$ cat config.mk
export PLATFORM = sky130hd
export DESIGN_NAME = button_debouncer
export DESIGN_NICKNAME = d
export VERILOG_FILES = /design/src/rtl/btn_pkg.sv /design/src/rtl/debounce_channel.sv /design/src/rtl/button_debouncer.sv
export SDC_FILE = /design/constraint.sdc
export NUM_CORES = 1
export LEC_CHECK = 0
export ABC_AREA = 1
export CELL_PAD_IN_SITES_DETAIL_PLACEMENT = 1
export CELL_PAD_IN_SITES_GLOBAL_PLACEMENT = 1
export CORE_UTILIZATION = 47
export DETAILED_ROUTE_END_ITERATION = 7
export GPL_ROUTABILITY_DRIVEN = 0
export PLACE_DENSITY = 0.86
export SLEW_MARGIN = 0
export SYNTH_ARGS = -nofsm -noshare
export SYNTH_HDL_FRONTEND = slang
export SYNTH_SLANG_ARGS = --single-unit
$ cat constraint.sdc
create_clock -name CLK -period 1.8 [get_ports CLK]
set_input_delay 0.54 -clock CLK [delete_from_list [all_inputs] [get_ports CLK]]
set_output_delay 0.54 -clock CLK [all_outputs]
set_load 0.005 [all_outputs]
$ cat src/rtl/btn_pkg.sv
// Shared constants for the push-button debouncer.
// State codes follow Gray order so every legal transition flips one bit.
package btn_pkg;

   typedef enum logic [1:0] {
      ST_IDLE_LO = 2'b00,
      ST_ARM_HI  = 2'b01,
      ST_IDLE_HI = 2'b11,
      ST_ARM_LO  = 2'b10
   } btnState_t;

   localparam int DEBOUNCE_CYCLES_50MHZ = 500000;
   localparam int SIM_DEBOUNCE_CYCLES   = 4;

endpackage

$ cat src/rtl/debounce_channel.sv
// One debounce lane: 2-FF synchronizer, qualify FSM and stability counter.
// Outputs are bits of the Gray-coded state register, so they cannot glitch.
module debounce_channel
   import btn_pkg::*;
#(
   parameter int STABLE_CYCLES = DEBOUNCE_CYCLES_50MHZ
) (
   input  logic CLK,
   input  logic RST_N,
   input  logic raw,
   output logic clean,
   output logic busy
);

   localparam int CNT_W = $clog2(STABLE_CYCLES + 1);
   localparam logic [CNT_W-1:0] CNT_LAST = CNT_W'(STABLE_CYCLES - 1);
   localparam logic [CNT_W-1:0] CNT_ONE  = CNT_W'(1);

   logic             s1;
   logic             s2;
   btnState_t        state;
   btnState_t        stateNxt;
   logic [CNT_W-1:0] cnt;
   logic [CNT_W-1:0] cntNxt;

   always_ff @(posedge CLK or negedge RST_N) begin
      if (!RST_N) begin
         s1    <= 1'b0;
         s2    <= 1'b0;
         state <= ST_IDLE_LO;
         cnt   <= '0;
      end else begin
         s1    <= raw;
         s2    <= s1;
         state <= stateNxt;
         cnt   <= cntNxt;
      end
   end

   always_comb begin
      stateNxt = state;
      cntNxt   = '0;
      unique case (state)
         ST_IDLE_LO: begin
            if (s2) begin
               stateNxt = ST_ARM_HI;
               cntNxt   = CNT_ONE;
            end
         end
         ST_ARM_HI: begin
            if (!s2)
               stateNxt = ST_IDLE_LO;
            else if (cnt == CNT_LAST)
               stateNxt = ST_IDLE_HI;
            else
               cntNxt = cnt + CNT_ONE;
         end
         ST_IDLE_HI: begin
            if (!s2) begin
               stateNxt = ST_ARM_LO;
               cntNxt   = CNT_ONE;
            end
         end
         ST_ARM_LO: begin
            if (s2)
               stateNxt = ST_IDLE_HI;
            else if (cnt == CNT_LAST)
               stateNxt = ST_IDLE_LO;
            else
               cntNxt = cnt + CNT_ONE;
         end
      endcase
   end

   // bit1 marks the pressed half; the bits differ only in the ARM states
   assign clean = state[1];
   assign busy  = state[1] ^ state[0];

endmodule

$ cat src/rtl/button_debouncer.sv
// Multi-channel push-button debouncer feeding the level-to-pulse converters.
// Each channel is independent; raw polarity is normalised to active-high.
module button_debouncer
   import btn_pkg::*;
#(
   parameter int N_BUTTONS     = 4,
   parameter int STABLE_CYCLES = DEBOUNCE_CYCLES_50MHZ,
   parameter bit ACTIVE_LOW_IN = 1'b1
) (
   input  logic                 CLK,
   input  logic                 RST_N,
   input  logic [N_BUTTONS-1:0] RawButtonIn,
   output logic [N_BUTTONS-1:0] CleanButtonOut,
   output logic [N_BUTTONS-1:0] ButtonBusy
);

   logic [N_BUTTONS-1:0] level;

   assign level = RawButtonIn ^ {N_BUTTONS{ACTIVE_LOW_IN}};

   for (genvar i = 0; i < N_BUTTONS; i++) begin : gCh
      debounce_channel #(
         .STABLE_CYCLES(STABLE_CYCLES)
      ) uCh (
         .CLK  (CLK),
         .RST_N(RST_N),
         .raw  (level[i]),
         .clean(CleanButtonOut[i]),
         .busy (ButtonBusy[i])
      );
   end

endmodule

# [After elaboration in Yosys (flattened, before gate mapping)]
# Index checks and enable logic that the tools add are counted.
[op_classes] n_div=0 multipliers=0 reduce_logical=8 bitwise_logic=5 n_mux=52 n_addsub=4 eq_ne=32 n_shift=0 magnitude_cmp=0
[ops] cell="$pmux 19 s4" count=4
[ops] cell="$mux 19" count=12
[ops] cell="$add 19x1->19 const B" count=4
[ops] cell="$eq 19x19->1 const B" count=4
[ops] cell="$mux 2" count=24
[ops] cell="$pmux 2 s4" count=4
[ops] cell="$eq 2x2->1 const B" count=8
[ops] cell="$reduce_and 4->1" count=4
[ops] cell="$ne 3x1->1 const B" count=4
[ops] cell="$ne 3x3->1 const B" count=4
[ops] cell="$eq 2x1->1 const B" count=4
[ops] cell="$logic_not 2->1" count=4
[ops] cell="$mux 1" count=8
[ops] cell="$ne 2x1->1 const B" count=4
[ops] cell="$ne 2x2->1 const B" count=4
[ops] cell="$not 4->4" count=1
[ops] cell="$xor 1x1->1" count=4
[word_totals] ram_bits=0 memories=0 ff_bits=92 latch_bits=0 rom_bits=0 inputBits=6 out_inout_bits=8 elab_cells=117

# [Logic depth before layout (Yosys ltp)]
# Gate-level depths: netlist of the first run.
[depth] ltp_word=4 depth_mapped=10 mapped_depth_nobuf=10

# [Cells and area by module]
# A second synthesis of the first run with hierarchy kept.
[unflattened] cells_unflattened=767 hier_area_um2=5626.6
[modules_own_cells] mod="debounce_channel at gCh[0].uCh ..." instances=3 seq_area_each_um2=575.6 area_per_inst_um2=1402.6 cells_per_inst=194
[modules_own_cells] mod="debounce_channel at gCh[3].uCh" instances=1 seq_area_each_um2=575.6 area_per_inst_um2=1403.8 cells_per_inst=181
[modules_own_cells] mod="button_debouncer" instances=1 seq_area_each_um2=0.0 area_per_inst_um2=15.0 cells_per_inst=4

# [Worst setup path before layout of the first run]
# No wires, ideal clock.
[synth_timing] kind="reg2reg" start="reg gCh[2].uCh.cnt[0]" end="reg gCh[2].uCh.cnt[17]" stages_incl_launch_ff=8 setup_ns=0.116 required_time_ns=1.684 synth_period_minus_slack_ns=1.430 arrival_ns=1.314 slack_ns=0.370 path_buffers=1 path_cell_list="dfrtp_1 ha_1 nand3_2 nor2_2 nand3_2 nand3_4 buf_6 nor2_1"
[synth_via] elab_chain_len=4 elab_cells_between_ends=6 classes_between="add/sub: 1; eq/ne: 1; mux: 4"
[synth_rtl] element="start, declared" line="debounce_channel.sv:23" source="logic [CNT_W-1:0] cnt;"
[synth_rtl] element="start signal, assigned" line="debounce_channel.sv:36" source="cnt <= cntNxt;"
[synth_rtl] element="$add 19x1->19 / $eq 19x19->1 (equally long branches)"
[synth_rtl] element="$mux 19 *" line="debounce_channel.sv:53, debounce_channel.sv:67"
[synth_rtl] element="$mux 19 (on tied branches)" line="debounce_channel.sv:65, debounce_channel.sv:51"
[synth_rtl] element="$pmux 19 s4 *" line="debounce_channel.sv:43" source="unique case (state)"
[synth_rtl] element="via gCh[2].uCh.cntNxt[17]" line="debounce_channel.sv:24" source="logic [CNT_W-1:0] cntNxt;"
# The timed path passes the listed nets; every way through them passes the cells marked *.
# A chain may end at the register's enable or synchronous reset.

# [Worst setup path after layout of the first run]
[layout_timing] start="reg gCh[3].uCh.state[1]" end="out ButtonBusy[3]"
[layout_via] elab_chain_len=1
[layout_rtl] element="start, declared" line="debounce_channel.sv:21" source="btnState_t state;"
[layout_rtl] element="start signal, assigned" line="debounce_channel.sv:35" source="state <= stateNxt;"
[layout_rtl] element="$xor 1x1->1" line="debounce_channel.sv:77" source="assign busy = state[1] ^ state[0];"
[layout_rtl] element="end, declared" line="button_debouncer.sv:14" source="output logic [N_BUTTONS-1:0] ButtonBusy"
# Every way passes these cells.

==> results by group, run 1 <==
STA
  • Setup violators final: 0
  • Worst Tran Pin Value: 512 ps
  • Period utilisation layout: 98.5%
  • Slew Viols, Final: 0
  • Worst slew margin: between 60% and 70%
  • Total negative slack: 0 ps
  • Final hold viol count: 0
  • RSZ-0062 raised after global routing: yes
  • Max Fclk: between 0.5 and 0.6 GHz
  • Clock Skew: roughly 4.0 ps
  • Crit path time final: 1770 ps

Placement
  • IO Port Bufs: 13
  • Area after DPL: 5720 µm²
  • Final HPWL DP: 9530 µm

Die
  • Die area: 11900 µm²
  • # rows: 38
  • I/O pin total: 14
  • Die height: 109 µm
  • Initial Utilization: 49.0%
  • Core ar.: 11000 µm²
  • Die width: 109 µm

Power
  • Reg power frac: 36.5%
  • Int Power: 4.37 mW
  • Power Total: 6.43 mW
  • Sw Pwr: 2.07 mW
  • Worst IR Drop VDD: approximately 0.9 mV
  • Lkg Pwr: 2.61 nW
  • Clock Power Share: roughly a third
  • Switching Share: approximately a third
  • Cell Pwr Density: 1040 nW/µm²
  • Gate power share: 31.1%

Setup path
  • FF-to-FF setup slack: 180 ps
  • Crit. path cell count: 4
  • Crit path from: gCh[3].uCh.state[1]$_DFFE_PN0P_
  • Worst setup SP type: register
  • Worst setup path endpoint: ButtonBusy[3]
  • CP max-delay cell: dfrtp_1
  • Crit Path Max Fanout: 3
  • CP Cell Sequence: buf_6, inv_4, ha_4, buf_6
  • Critical path class: reg2out
  • Crit path required time: roughly 1300 ps
  • CP max stage delay: ~400 ps
  • CP delay by family, top: flip-flops
  • Crit. End Element: primary output
  • CP Buf/Inv Count: 3
  • RR Endpoint: gCh[1].uCh.cnt[0]$_DFF_PN0_
  • R2R cell count: 6
  • Most frequent CP cell: buf_6
  • CP Data Arrival Time: 1230 ps
  • Worst flop-to-flop path startpoint: gCh[1].uCh.state[0]$_DFFE_PN0P_

Logic synthesis
  • Dominant cells by area after synthesis: dfrtp_1, nand2_1, nor2_1, ha_1, inv_1
  • Mapped Avg Cell Area: 7.76 µm²
  • Syn_nets: 726
  • Number of warnings issued by yosys: 0
  • Ys async rst share: 100%
  • Synth Flop Type: dfrtp_1
  • Mapped Cells: 697
  • Yosys top cell area share: a little over two fifths
  • Sequential area share after synthesis: a little over two fifths
  • Flops & latches, synth: 92
  • Synthesized area: 5410 µm²
  • Number of enable flip-flop cells after synthesis: 0
  • Cell taking the most area after synthesis: dfrtp_1
  • Distinct cells, synth: 33

Clock tree
  • CTS Buf Count: 9
  • H-Tree Depth: 3
  • Skew-Pair Late Insertion Delay: approximately 340 ps
  • Clock Pin Slew Worst Setup and Hold Paths: 60 ps
  • Clock sink count: 92
  • Clock buffer depth: 2
  • CTS tree: built
  • Root Buffer: clkbuf_16

Route
  • Wire per inst: 15.2 µm
  • Final WL: approximately 13000 µm
  • Number of vias per cell: around 5.2
  • DR pass1 iterations: 4
  • DR DRC count: 0
  • Via Count: ~4500
  • 1st-iter DRT viols: 209
  • Antenna viol nets, final: 0

Cells and area
  • Layout cell share with drive strength beyond 1: 13.1%
  • Commonest non-fill, non-tap cells in the layout: nand2_1, nor2_1, dfrtp_1
  • Fin area: slightly above 6000 µm²
  • Ant. Diodes: 0
  • Synthesis-to-finish area growth: 13.9%
  • Most common cell after layout, fill and taps aside: nand2_1
  • NumNets Final: 760
  • Fillers: between 1000 and 1500

Global routing
  • First-pass GRT wire length: 22800 µm
  • Initial antenna violation count: 0
  • Tot GR Track Use: 24.8%
  • Largest net degree at the start of global routing: 93
  • GRT overflow: 0
  • Vias in the first global route: 4875

Status
  • Run status: completed

Min path
  • Worst hold path type: in2async

Flow run
  • Max Cap Viol: 0
Yosys cell counts, types with 4 or more instances:
cell     number
nand3_2       8
nand2_1     163
xor2_1       26
inv_1        74
nor2_2       11
nand4_1      11
dfrtp_1      92
ha_1         23
a21oi_1       9
buf_6         4
xnor2_1      13
nor3_1       19
nor2_4        4
nand3_1      38
buf_4         8
o21ai_0      10
nand2_2       5
nor2_1      156
repair_timing:
| action | CTS | global route |
|---|---|---|
| hold buffers | 0 | 0 |
| buffers inserted | 8 | 0 |
| resized for setup | 31 | 10 |
| hold endpoints to repair | 0 | 0 |
| pin swaps | 1 | 0 |
| endpoints found under the setup margin | 8 | 15 |
per-stage QoR:
step	utilization [%]	hold slack [ps]	instances	setup slack [ps]
after CTS	55.8	258	875	-82.2
final	55.9	214	875	27.4
after global placement	51.9	333	852	65.6
after detailed placement	51.9	336	852	14.4
after global routing	55.9	262	875	-21.9
after floorplan	-	244	697	370
worst register-to-register path: stages (launching register included):
cell	delay, ps
dfrtp_1	400
buf_4	140
buf_4	130
ha_1	180
mux2_2	310
nand3_4	230
o21ai_0	120
area by class of cell:
| cell class | instances | area [µm²] | area share (%) |
|---|---|---|---|
| inverter | 75 | 287 | 4.65 |
| clock inverter | 4 | 72.6 | 1.18 |
| clock buffer | 11 | 253 | 4.10 |
| tap | 140 | 175 | 2.84 |
| sequential | 92 | 2300 | 37.4 |
| multi-input combinational | 518 | 2770 | 45.0 |
| timing repair buffer | 35 | 302 | 4.89 |
logic make-up after synthesis:
logic type | share of synthesized area [%]
muxes | 0.972
and+or+nand+nor | 35.3
adders and majority gates | 5.32
AOI/OAI and AO/OA | 2.43
DFF | 42.6
xor gates and xnor gates | 6.32
buffers and inverters | 7.15
worst min path at each step:
| stage | to | slack [ps] | cells past startpoint |
|---|---|---|---|
| after detailed placement | gCh[0].uCh.s2$_DFF_PN0_ | 340 | 0 |
| after CTS | gCh[3].uCh.state[1]$_DFFE_PN0P_ | 260 | 2 |
| after global placement | gCh[0].uCh.s2$_DFF_PN0_ | 330 | 0 |
| after floorplan | gCh[0].uCh.cnt[0]$_DFF_PN0_ | 240 | 0 |
| final | gCh[3].uCh.state[1]$_DFFE_PN0P_ | 210 | 2 |
| after global routing | gCh[3].uCh.state[1]$_DFFE_PN0P_ | 260 | 2 |
layer usage:
| metal | part of all wire, % | GRT usage, % | wire length (µm) |
|---|---|---|---|
| met1 | 44 | 29.6 | 5860 |
| met4 | 1.4 | 6.95 | 191 |
| met2 | 52 | 44.5 | 6960 |
| met3 | 2.3 | 5.56 | 308 |
| met5 | 0 | 0 | 0 |
power by group through the flow:
stage / sequential, mW / clock, mW / combinational, mW
after floorplan: 2.40 / 0 / 1.16
after global placement: 2.36 / 0 / 1.65
after detailed placement: 2.37 / 0 / 1.78
after CTS: 2.34 / 2.13 / 1.95
after global routing: 2.37 / 2.20 / 2.25
final: 2.35 / 2.08 / 2.00
state kept, by name, summed over array words and instances (netlist names):
name and cells:
gCh.uCh.cnt 76, gCh.uCh.s1 4, gCh.uCh.state 8, gCh.uCh.s2 4
Power figures use the tool's default switching activity.
==> inputs of run 2 (changes only) <==
--- a/config.mk
+++ b/config.mk
@@ -8,10 +8,11 @@
 export ABC_AREA = 1
 export CELL_PAD_IN_SITES_DETAIL_PLACEMENT = 1
 export CELL_PAD_IN_SITES_GLOBAL_PLACEMENT = 1
-export CORE_UTILIZATION = 47
+export CORE_UTILIZATION = 40
 export DETAILED_ROUTE_END_ITERATION = 7
 export GPL_ROUTABILITY_DRIVEN = 0
-export PLACE_DENSITY = 0.86
+export PLACE_DENSITY = 0.76
+export RECOVER_POWER = 50
 export SLEW_MARGIN = 0
 export SYNTH_ARGS = -nofsm -noshare
 export SYNTH_HDL_FRONTEND = slang
==> run 2 against run 1 <==
Worst hold slack better by 30 ps. Critical path depth shrank 1. First-iteration DRC count decreased by 36%. Cell count rose by 5.5%. Utilization decreased by 8.7 points. Highest routed layer unchanged. Sequential cell count stayed put. Non-clock buffer count grew 12. Global-route usage fell by 4.0 points.
==> results by group, run 2 (same netlist as run 1, synthesis figures left out) <==
Die
  • Die area: 14000 µm²
  • # rows: 42
  • Die width: 118 µm
  • Die height: 118 µm
  • Initial Utilization: approximately two fifths
  • Core ar.: 13200 µm²
  • I/O pin total: 14

STA
  • RSZ-0062 raised after global routing: yes
  • Worst slew margin: between 40% and 50%
  • Worst Tran Pin Value: 773 ps
  • Max Fclk: 0.566 GHz
  • Total negative slack: 0 ps
  • Setup violators final: 0
  • Setup WS post-layout: 33.2 ps
  • Crit path time final: ~1800 ps
  • Hold slack: ~240 ps
  • Final hold viol count: 0
  • Clock Skew: between 3 and 4 ps
  • Slew Viols, Final: 0
  • Period utilisation layout: a little under 100%

Global routing
  • GRT met3 Usage: under 10%
  • Grt peak-use layer: met2
  • Vias in the first global route: about 5000
  • Largest net degree at the start of global routing: 37
  • Tot GR Track Use: 20.8%
  • GRT met1 Usage: between 20% and 30%
  • Met2 usage in global routing: between 30% and 40%
  • First-pass GRT wire length: 23300 µm
  • GRT overflow: 0
  • Initial antenna violation count: 0

Placement
  • Final HPWL DP: 9330 µm
  • IO Port Bufs: 13
  • Placed Cells: 893
  • Pre-CTS WS: -11.7 ps

Route
  • Wire per inst: 13.8 µm
  • DR DRC count: 0
  • Antenna viol nets, final: 0
  • 1st-iter DRT viols: 134
  • Number of vias per cell: between 4 and 5
  • Final WL: 12700 µm
  • DR pass1 iterations: 4
  • Via Count: 4477

Cells and area
  • Commonest non-fill, non-tap cells in the layout: nand2_1, nor2_1, dfrtp_1
  • NumNets Final: 772
  • Fillers: 1649
  • Synthesis-to-finish area growth: 15.1%
  • Largest registers: gCh.uCh.cnt x76, gCh.uCh.state x8
  • Layout Cells excl Fill: 923
  • Register bank with the most flops: gCh.uCh.cnt
  • Max FFs per register: 76
  • Layout cell share with drive strength beyond 1: 14.1%
  • Most common cell after layout, fill and taps aside: nand2_1
  • Ant. Diodes: 0

Setup path
  • RR Endpoint: gCh[1].uCh.state[0]$_DFFE_PN0P_
  • CP max stage delay: 390 ps
  • Critical path class: reg2out
  • FF-to-FF setup slack: 100 ps
  • CP max-delay cell: dfrtp_1
  • CP Data Arrival Time: between 1000 and 1500 ps
  • R2R cell count: 9
  • Crit Path Max Fanout: 4
  • Worst flop-to-flop path startpoint: gCh[1].uCh.state[0]$_DFFE_PN0P_
  • Worst setup SP type: register
  • Crit. End Element: primary output
  • Most frequent CP cell: buf_4
  • CP Cell Sequence: buf_4, buf_4, clkdlybuf4s15_1
  • Crit path required time: 1260 ps

Power
  • Cell Pwr Density: ~1000 nW/µm²
  • Lkg Pwr: 2.64 nW
  • Worst IR Drop VDD: 0.558 mV

Flow run
  • Max Cap Viol: 0

Clock tree
  • Clock Pin Slew Worst Setup and Hold Paths: 60 ps
  • Clock sink count: 92
  • H-Tree Depth: 3
  • CTS Buf Count: 9
  • Root Buffer: clkbuf_16
  • Skew-Pair Late Insertion Delay: approximately 360 ps
  • CTS tree: built
  • Clock buffer depth: 2

Status
  • Run status: completed

Min path
  • Worst hold path type: in2async
-- run 2: power by group --
| part | switching [mW] | internal, mW | total, mW |
|---|---|---|---|
| combinational | 1.18 | 0.914 | 2.09 |
| sequential | 0.109 | 2.22 | 2.33 |
| clock | 0.805 | 1.14 | 1.95 |
| total | 2.09 | 4.28 | 6.37 |
-- run 2: layout make-up --
class | instances | area, µm² | area share, %
multi-input cells | 518 | 2770 | 44.5
flip-flops and latches | 92 | 2300 | 37.0
repair buffers | 47 | 349 | 5.61
inverters | 75 | 282 | 4.52
clock buffers | 11 | 253 | 4.06
well taps | 176 | 220 | 3.54
clock inverters | 4 | 48.8 | 0.784
-- run 2: metal layers --
layer,vias up,share of wire [%],wire length (µm)
li1,2261,-,-
met1,2172,46,5850
met2,29,50,6400
met3,15,2.0,250
met4,0,1.8,226
met5,-,0,0
-- run 2: worst max path at each step --
stage                     slack (ps)                       startpoint  cells past startpoint                            to
after floorplan                  370      gCh[2].uCh.cnt[0]$_DFF_PN0_                      7  gCh[2].uCh.cnt[17]$_DFF_PN0_
after global routing             -10  gCh[3].uCh.state[1]$_DFFE_PN0P_                      3             CleanButtonOut[3]
final                             30  gCh[3].uCh.state[1]$_DFFE_PN0P_                      3             CleanButtonOut[3]
after global placement            60  gCh[1].uCh.state[1]$_DFFE_PN0P_                      3                 ButtonBusy[1]
after CTS                        0.6  gCh[1].uCh.state[1]$_DFFE_PN0P_                      3                 ButtonBusy[1]
after detailed placement         -10  gCh[0].uCh.state[0]$_DFFE_PN0P_                      3                 ButtonBusy[0]
-- run 2: worst max-delay path: cells and delay by family, from the launching register on --
family / cells / cell delay, ps
buf+inv: 3 / 480
flops: 1 / 390
-- run 2: per-stage QoR --
stage          util [%]  instance area [µm²]  power (mW)
3_5_place_dp       44.0                 5810        4.19
5_1_grt            47.2                 6230        6.81
4_1_cts            47.4                 6250        6.41
6_report           47.2                 6230        6.37
2_1_floorplan         -                 5410        3.56
3_3_place_gp       44.0                 5810        4.04
-- run 2: what timing repair did --
action	4_1_cts	5_1_grt
endpoints found under the setup margin	8	3
setup buffers	14	2
hold buffers	0	0
gates resized for setup	34	3
pin swaps	1	1
